[src/rtl/riscv_multicycle_controller.sv]
// Moore-style sequencer for the shared-memory multicycle RV32I datapath.
// Optional RV_ILLEGAL_TRAP_EN makes the ILLEGAL state a sink that raises illegal_op until reset.
module riscv_multicycle_controller #(
  parameter int unsigned ALU_W = 3,
  parameter int unsigned IMM_W = 3
) (
  input  logic             clk,
  input  logic             rst,
  input  logic [6:0]       opcode,
  input  logic [2:0]       funct3,
  input  logic             funct7_5,
  input  logic             zero,
  output logic             pc_write,
  output logic             adr_src,
  output logic             mem_write,
  output logic             ir_write,
  output logic             reg_write,
  output logic [1:0]       result_src,
  output logic [1:0]       alu_src_a,
  output logic [1:0]       alu_src_b,
  output logic [ALU_W-1:0] alu_ctrl,
  output logic [IMM_W-1:0] imm_src,
  output logic             instr_done,
  output logic             illegal_op
);

  localparam logic [ALU_W-1:0] ALU_ADD = ALU_W'(0);
  localparam logic [ALU_W-1:0] ALU_SUB = ALU_W'(1);
  localparam logic [ALU_W-1:0] ALU_AND = ALU_W'(2);
  localparam logic [ALU_W-1:0] ALU_OR  = ALU_W'(3);
  localparam logic [ALU_W-1:0] ALU_SLT = ALU_W'(4);

  localparam logic [IMM_W-1:0] IMM_I = IMM_W'(0);
  localparam logic [IMM_W-1:0] IMM_S = IMM_W'(1);
  localparam logic [IMM_W-1:0] IMM_B = IMM_W'(2);
  localparam logic [IMM_W-1:0] IMM_J = IMM_W'(3);
  localparam logic [IMM_W-1:0] IMM_U = IMM_W'(4);

  localparam logic [6:0] OP_LW   = 7'b0000011;
  localparam logic [6:0] OP_SW   = 7'b0100011;
  localparam logic [6:0] OP_R    = 7'b0110011;
  localparam logic [6:0] OP_I    = 7'b0010011;
  localparam logic [6:0] OP_B    = 7'b1100011;
  localparam logic [6:0] OP_JAL  = 7'b1101111;
  localparam logic [6:0] OP_JALR = 7'b1100111;
  localparam logic [6:0] OP_LUI  = 7'b0110111;

  typedef enum logic [3:0] {
    S_FETCH, S_DECODE, S_MEM_ADR, S_MEM_READ, S_MEM_WB, S_MEM_WRITE,
    S_EXEC_R, S_EXEC_I, S_ALU_WB, S_BRANCH, S_JAL, S_JALR, S_LINK,
    S_LUI, S_ILLEGAL
  } state_t;

  state_t           state, state_next;
  logic [ALU_W-1:0] arith_op;
  logic             arith_ok;

  always_ff @(posedge clk or posedge rst) begin
    if (rst) state <= S_FETCH;
    else     state <= state_next;
  end

  // Shared R/I arithmetic decode; funct7_5 selects SUB only for R-type.
  always_comb begin
    arith_op = ALU_ADD;
    arith_ok = 1'b1;
    case (funct3)
      3'b000:  arith_op = (funct7_5 && state == S_EXEC_R) ? ALU_SUB : ALU_ADD;
      3'b111:  arith_op = ALU_AND;
      3'b110:  arith_op = ALU_OR;
      3'b010:  arith_op = ALU_SLT;
      default: arith_ok = 1'b0;
    endcase
  end

  always_comb begin
    state_next = S_FETCH;
    pc_write   = 1'b0;
    adr_src    = 1'b0;
    mem_write  = 1'b0;
    ir_write   = 1'b0;
    reg_write  = 1'b0;
    result_src = 2'b00;
    alu_src_a  = 2'b00;
    alu_src_b  = 2'b00;
    alu_ctrl   = ALU_ADD;
    imm_src    = IMM_I;
    instr_done = 1'b0;
    illegal_op = 1'b0;

    case (state)
      S_FETCH: begin
        ir_write   = 1'b1;
        pc_write   = 1'b1;
        alu_src_b  = 2'b10;
        result_src = 2'b10;
        state_next = S_DECODE;
      end
      S_DECODE: begin
        alu_src_a = 2'b01;
        alu_src_b = 2'b01;
        case (opcode)
          OP_LW:   begin imm_src = IMM_I; state_next = S_MEM_ADR; end
          OP_SW:   begin imm_src = IMM_S; state_next = S_MEM_ADR; end
          OP_R:    state_next = S_EXEC_R;
          OP_I:    state_next = S_EXEC_I;
          OP_B:    begin imm_src = IMM_B; state_next = S_BRANCH; end
          OP_JAL:  begin imm_src = IMM_J; state_next = S_JAL; end
          OP_JALR: state_next = S_JALR;
          OP_LUI:  begin imm_src = IMM_U; state_next = S_LUI; end
          default: state_next = S_ILLEGAL;
        endcase
      end
      S_MEM_ADR: begin
        alu_src_a  = 2'b10;
        alu_src_b  = 2'b01;
        imm_src    = (opcode == OP_SW) ? IMM_S : IMM_I;
        state_next = (opcode == OP_SW) ? S_MEM_WRITE : S_MEM_READ;
      end
      S_MEM_READ: begin
        adr_src    = 1'b1;
        state_next = S_MEM_WB;
      end
      S_MEM_WB: begin
        result_src = 2'b01;
        reg_write  = 1'b1;
        instr_done = 1'b1;
      end
      S_MEM_WRITE: begin
        adr_src    = 1'b1;
        mem_write  = 1'b1;
        instr_done = 1'b1;
      end
      S_EXEC_R: begin
        alu_src_a  = 2'b10;
        alu_ctrl   = arith_op;
        state_next = arith_ok ? S_ALU_WB : S_ILLEGAL;
      end
      S_EXEC_I: begin
        alu_src_a  = 2'b10;
        alu_src_b  = 2'b01;
        alu_ctrl   = arith_op;
        state_next = arith_ok ? S_ALU_WB : S_ILLEGAL;
      end
      S_ALU_WB: begin
        reg_write  = 1'b1;
        instr_done = 1'b1;
      end
      // ALUOut already holds the branch target computed during DECODE.
      S_BRANCH: begin
        alu_src_a  = 2'b10;
        instr_done = 1'b1;
        case (funct3)
          3'b000:  begin alu_ctrl = ALU_SUB; pc_write = zero;  end
          3'b001:  begin alu_ctrl = ALU_SUB; pc_write = ~zero; end
          3'b100:  begin alu_ctrl = ALU_SLT; pc_write = ~zero; end
          3'b101:  begin alu_ctrl = ALU_SLT; pc_write = zero;  end
          default: begin instr_done = 1'b0; state_next = S_ILLEGAL; end
        endcase
      end
      S_JAL: begin
        alu_src_a  = 2'b01;
        alu_src_b  = 2'b10;
        pc_write   = 1'b1;
        state_next = S_ALU_WB;
      end
      S_JALR: begin
        alu_src_a  = 2'b10;
        alu_src_b  = 2'b01;
        result_src = 2'b10;
        pc_write   = 1'b1;
        state_next = S_LINK;
      end
      S_LINK: begin
        alu_src_a  = 2'b01;
        alu_src_b  = 2'b10;
        result_src = 2'b10;
        reg_write  = 1'b1;
        instr_done = 1'b1;
      end
      S_LUI: begin
        imm_src    = IMM_U;
        result_src = 2'b11;
        reg_write  = 1'b1;
        instr_done = 1'b1;
      end
      S_ILLEGAL: begin
`ifdef RV_ILLEGAL_TRAP_EN
        illegal_op = 1'b1;
        state_next = S_ILLEGAL;
`else
        instr_done = 1'b1;
`endif
      end
      default: state_next = S_FETCH;
    endcase

    // Reset holds the FETCH datapath selects but blocks every write.
    if (rst) begin
      pc_write   = 1'b0;
      ir_write   = 1'b0;
      reg_write  = 1'b0;
      mem_write  = 1'b0;
      instr_done = 1'b0;
      illegal_op = 1'b0;
    end
  end

endmodule

[config.mk]
export PLATFORM = sky130hd
export DESIGN_NAME = riscv_multicycle_controller
export DESIGN_NICKNAME = d
export VERILOG_FILES = /design/src/rtl/riscv_multicycle_controller.sv
export SDC_FILE = /design/constraint.sdc
export NUM_CORES = 1
export LEC_CHECK = 0
export BUFFER_PORTS_ARGS = -buffer_cell sky130_fd_sc_hd__buf_2
export CORE_UTILIZATION = 40
export DETAILED_ROUTE_END_ITERATION = 8
export GPL_TIMING_DRIVEN = 0
export PLACE_DENSITY = 0.72
export SYNTH_ARGS = -nofsm -noshare
export SYNTH_HDL_FRONTEND = slang
export SYNTH_SLANG_ARGS = --single-unit
[constraint.sdc]
create_clock -name clk -period 1.4 [get_ports clk]
set_input_delay 0.28 -clock clk [delete_from_list [all_inputs] [get_ports clk]]
set_output_delay 0.28 -clock clk [all_outputs]
set_load 0.02 [all_outputs]
==> results.toml <==
[run]
maxCapViolCount = 0

[sta]
fin_setup_tns_ps = -7190
hold_violations = 0
fin_worst_skew_ps = 1.47
rsz0062_at_grt = "yes"
fin_crit_ps = 1920
min_period_over_period_pct = 137
fin_ws_ps = -520
slew_viol_final = 0
fmax_mhz = 521
holdWs_ps = 47.7
finalSetupViolations = 20

[placement]
numPortBuffers = 29
dp_hpwl_mm = 1.66
dp_cells = 160
gp_congestion = 0.790

[layout]
drive_above_1_share_pct = 67.3
layout_common_cells = "26 x buf_6, 19 x buf_4, 12 x buf_2"
antenna_cells = 0
mostFrequentLayoutCell = "buf_6"
largest_register = "state"
area_growth_syn_to_layout_pct = 112
fin_nets = 177
reg.largest.list = "state: 4 flops"
fin_cells = 187
largest_reg_flops = 4

[synthesis]
synth_edf_count = 0
avgSynthCellArea_sq_um = 7.01
ys_seq_elements = 4
yosysTopAreaCellShare_pct = 13.5
seq_area_frac_synth_pct = 13.5
synth_nets = 120
synth_area_leaders = "dfrtp_1 13%, a21oi_1 5.4%, nor3_1 5.4%"
ys_async_sr_fraction_pct = 100
synth_top_area_cell = "dfrtp_1"
synth.distinct_cells = 45
synth-main-ff-cell = "dfrtp_1"
syn-cell-area_sq_um = 743
synthCells = 106
synth_warnings = 0

[clocking]
htreeDepth = 1
cts_tree = "yes"
cts.reportedPaths.clkPinSlew_ps = 40
clock_latency_ps = 240
clock_sinks = 4
cts_buffer_depth = 2
root_buffer = "clkbuf_4"
cts_made_buffers = 3

[pwr]
comb_power_share_pct = 89.7
seqPwrFrac_pct = 6.0
switchingPower_w = 0.00179
powerDensity_mw_per_mm2 = 2350
power_leakage_nw = 0.695
ir_worst_vdd_mv = 1.91
p_int_w = 0.00192
swShare_pct = 48.3
clockPowerShare_pct = 4.3

[critical_path]
cp_slowest_cell = "dfrtp_1"
worstRegToRegCells = 6
crit_type = "flip-flop to output pin"
rrSetupSlack_ps = -200
path_max_fanout = 8
crit_required_ps = 1120
arrival_ps = 1640
crit_chain = "buf_6 > buf_4 > or3_4 > o21ai_4 > buf_6"
critPathCaptureType = "output pin"
cp_slowest_stage_delay_ps = 400
worstSetupStartpointType = "flip-flop"
worst_path_most_repeated_cell = "buf_6"

[grt]
grt_util_all_layers_pct = 27.5
antenna_found_initial = 0
grt_first_pass_wirelength_mm = 4.04
grt_pass1_vias = 935
grt_max_degree = 11
grt_overflow = 0

[drt]
drt-initial-drc-count = 45
num_vias = 1115
drt-total-wl_mm = 3.92
wl_per_cell_um = 21.0
ant_nets = 0
viasPerCell = 5.96
first_pass_iters = 4
drc = 0

[floorplanning]
start_util_pct = 43.0
fp.dieW_um = 45.1
dieArea_sq_mm = 0.00203
coreArea_sq_mm = 0.00173
core.rowCount = 15
dieHeight_um = 45.1
io_pins = 33

[status]
violations = "negative setup slack"
status = "complete, but fails checks"

[hold_path]
min_path_type = "primary input to async pin"
==> cells in the mapped netlist, types with 2 or more instances <==
library cell / count
a21oi_1: 8
a22o_1: 2
a2bb2oi_1: 2
a31oi_1: 2
buf_2: 2
buf_4: 3
buf_6: 2
clkbuf_1: 2
dfrtp_1: 4
inv_1: 4
mux2i_1: 2
nand2_1: 10
nand2b_1: 5
nor2_1: 10
nor2b_1: 2
nor3_1: 8
nor4_1: 2
o21ai_0: 5
xnor2_1: 4
xor2_1: 2
==> final cells by class <==
class | count | area [sq um]
plain buffers | 10 | 126
fillers | 77 | 148
well taps | 25 | 31.3
repair buffers | 52 | 449
inverters | 5 | 21.3
clock buffers | 4 | 26.3
multi-input cells | 87 | 823
flip-flops and latches | 4 | 101
==> cell families (layout without fill, tap and decap cells) <==
logic type | count (synthesis) | in the layout | synth area share [%]
other | 1 | 1 | 0.505
flip-flops | 4 | 4 | 13.5
XOR/XNOR | 6 | 6 | 7.07
AND/OR/NAND/NOR | 50 | 50 | 38.6
buffers and inverters | 15 | 71 | 12.0
multiplexers | 2 | 2 | 2.69
AO/OA/AOI/OAI | 28 | 28 | 25.8
==> metrics by stage <==
stage	power, W	area, sq um	setup WS, ps	utilization (%)
2_1_floorplan	0.00150	835	-120	-
3_5_place_dp	0.00190	1010	-210	58.6
3_3_place_gp	0.00186	1010	-185	58.6
6_report	0.00371	1580	-520	91.4
5_1_grt	0.00383	1580	-542	91.4
4_1_cts	0.00272	1290	-412	74.9
==> worst max-delay path: cells and delay by family, from the launching register on <==
| kind | cells | cell delay (ps) |
|---|---|---|
| AND/OR/NAND/NOR | 1 | 390 |
| flip-flops | 1 | 400 |
| buffers and inverters | 3 | 430 |
| AO/OA/AOI/OAI | 1 | 180 |
==> what timing repair did <==
item	in CTS	in global routing
setup endpoints to repair	20	20
hold buffers	0	0
cloned	0	1
pin swaps	10	11
resized for setup	48	46
setup buffers	11	12
==> worst paths after layout <==
check | endpoint | startpoint
max | result_src[1] | state[2]
min | state[2] | rst
max reg2reg | state[2] | state[2]
min reg2reg | state[3] | state[3]
max in group asynchronous | state[0] | rst
min in group clk | state[0] | opcode[3]
==> metal layers <==
layer	global-route usage [%]	part of all wire, %
met1	32.6	37
met2	50.1	51
met3	4.00	8.3
met4	9.09	3.3
met5	0	0
==> power groups by stage <==
| stage | logic (W) | clock network [W] | registers [W] |
|---|---|---|---|
| after floorplan | 0.00129 | 0 | 0.000212 |
| after global placement | 0.00164 | 0 | 0.000220 |
| after detailed placement | 0.00167 | 0 | 0.000223 |
| after CTS | 0.00236 | 0.000152 | 0.000215 |
| after global routing | 0.00343 | 0.000167 | 0.000228 |
| final | 0.00333 | 0.000161 | 0.000223 |
Note: power is estimated with default switching activity, not from simulation.
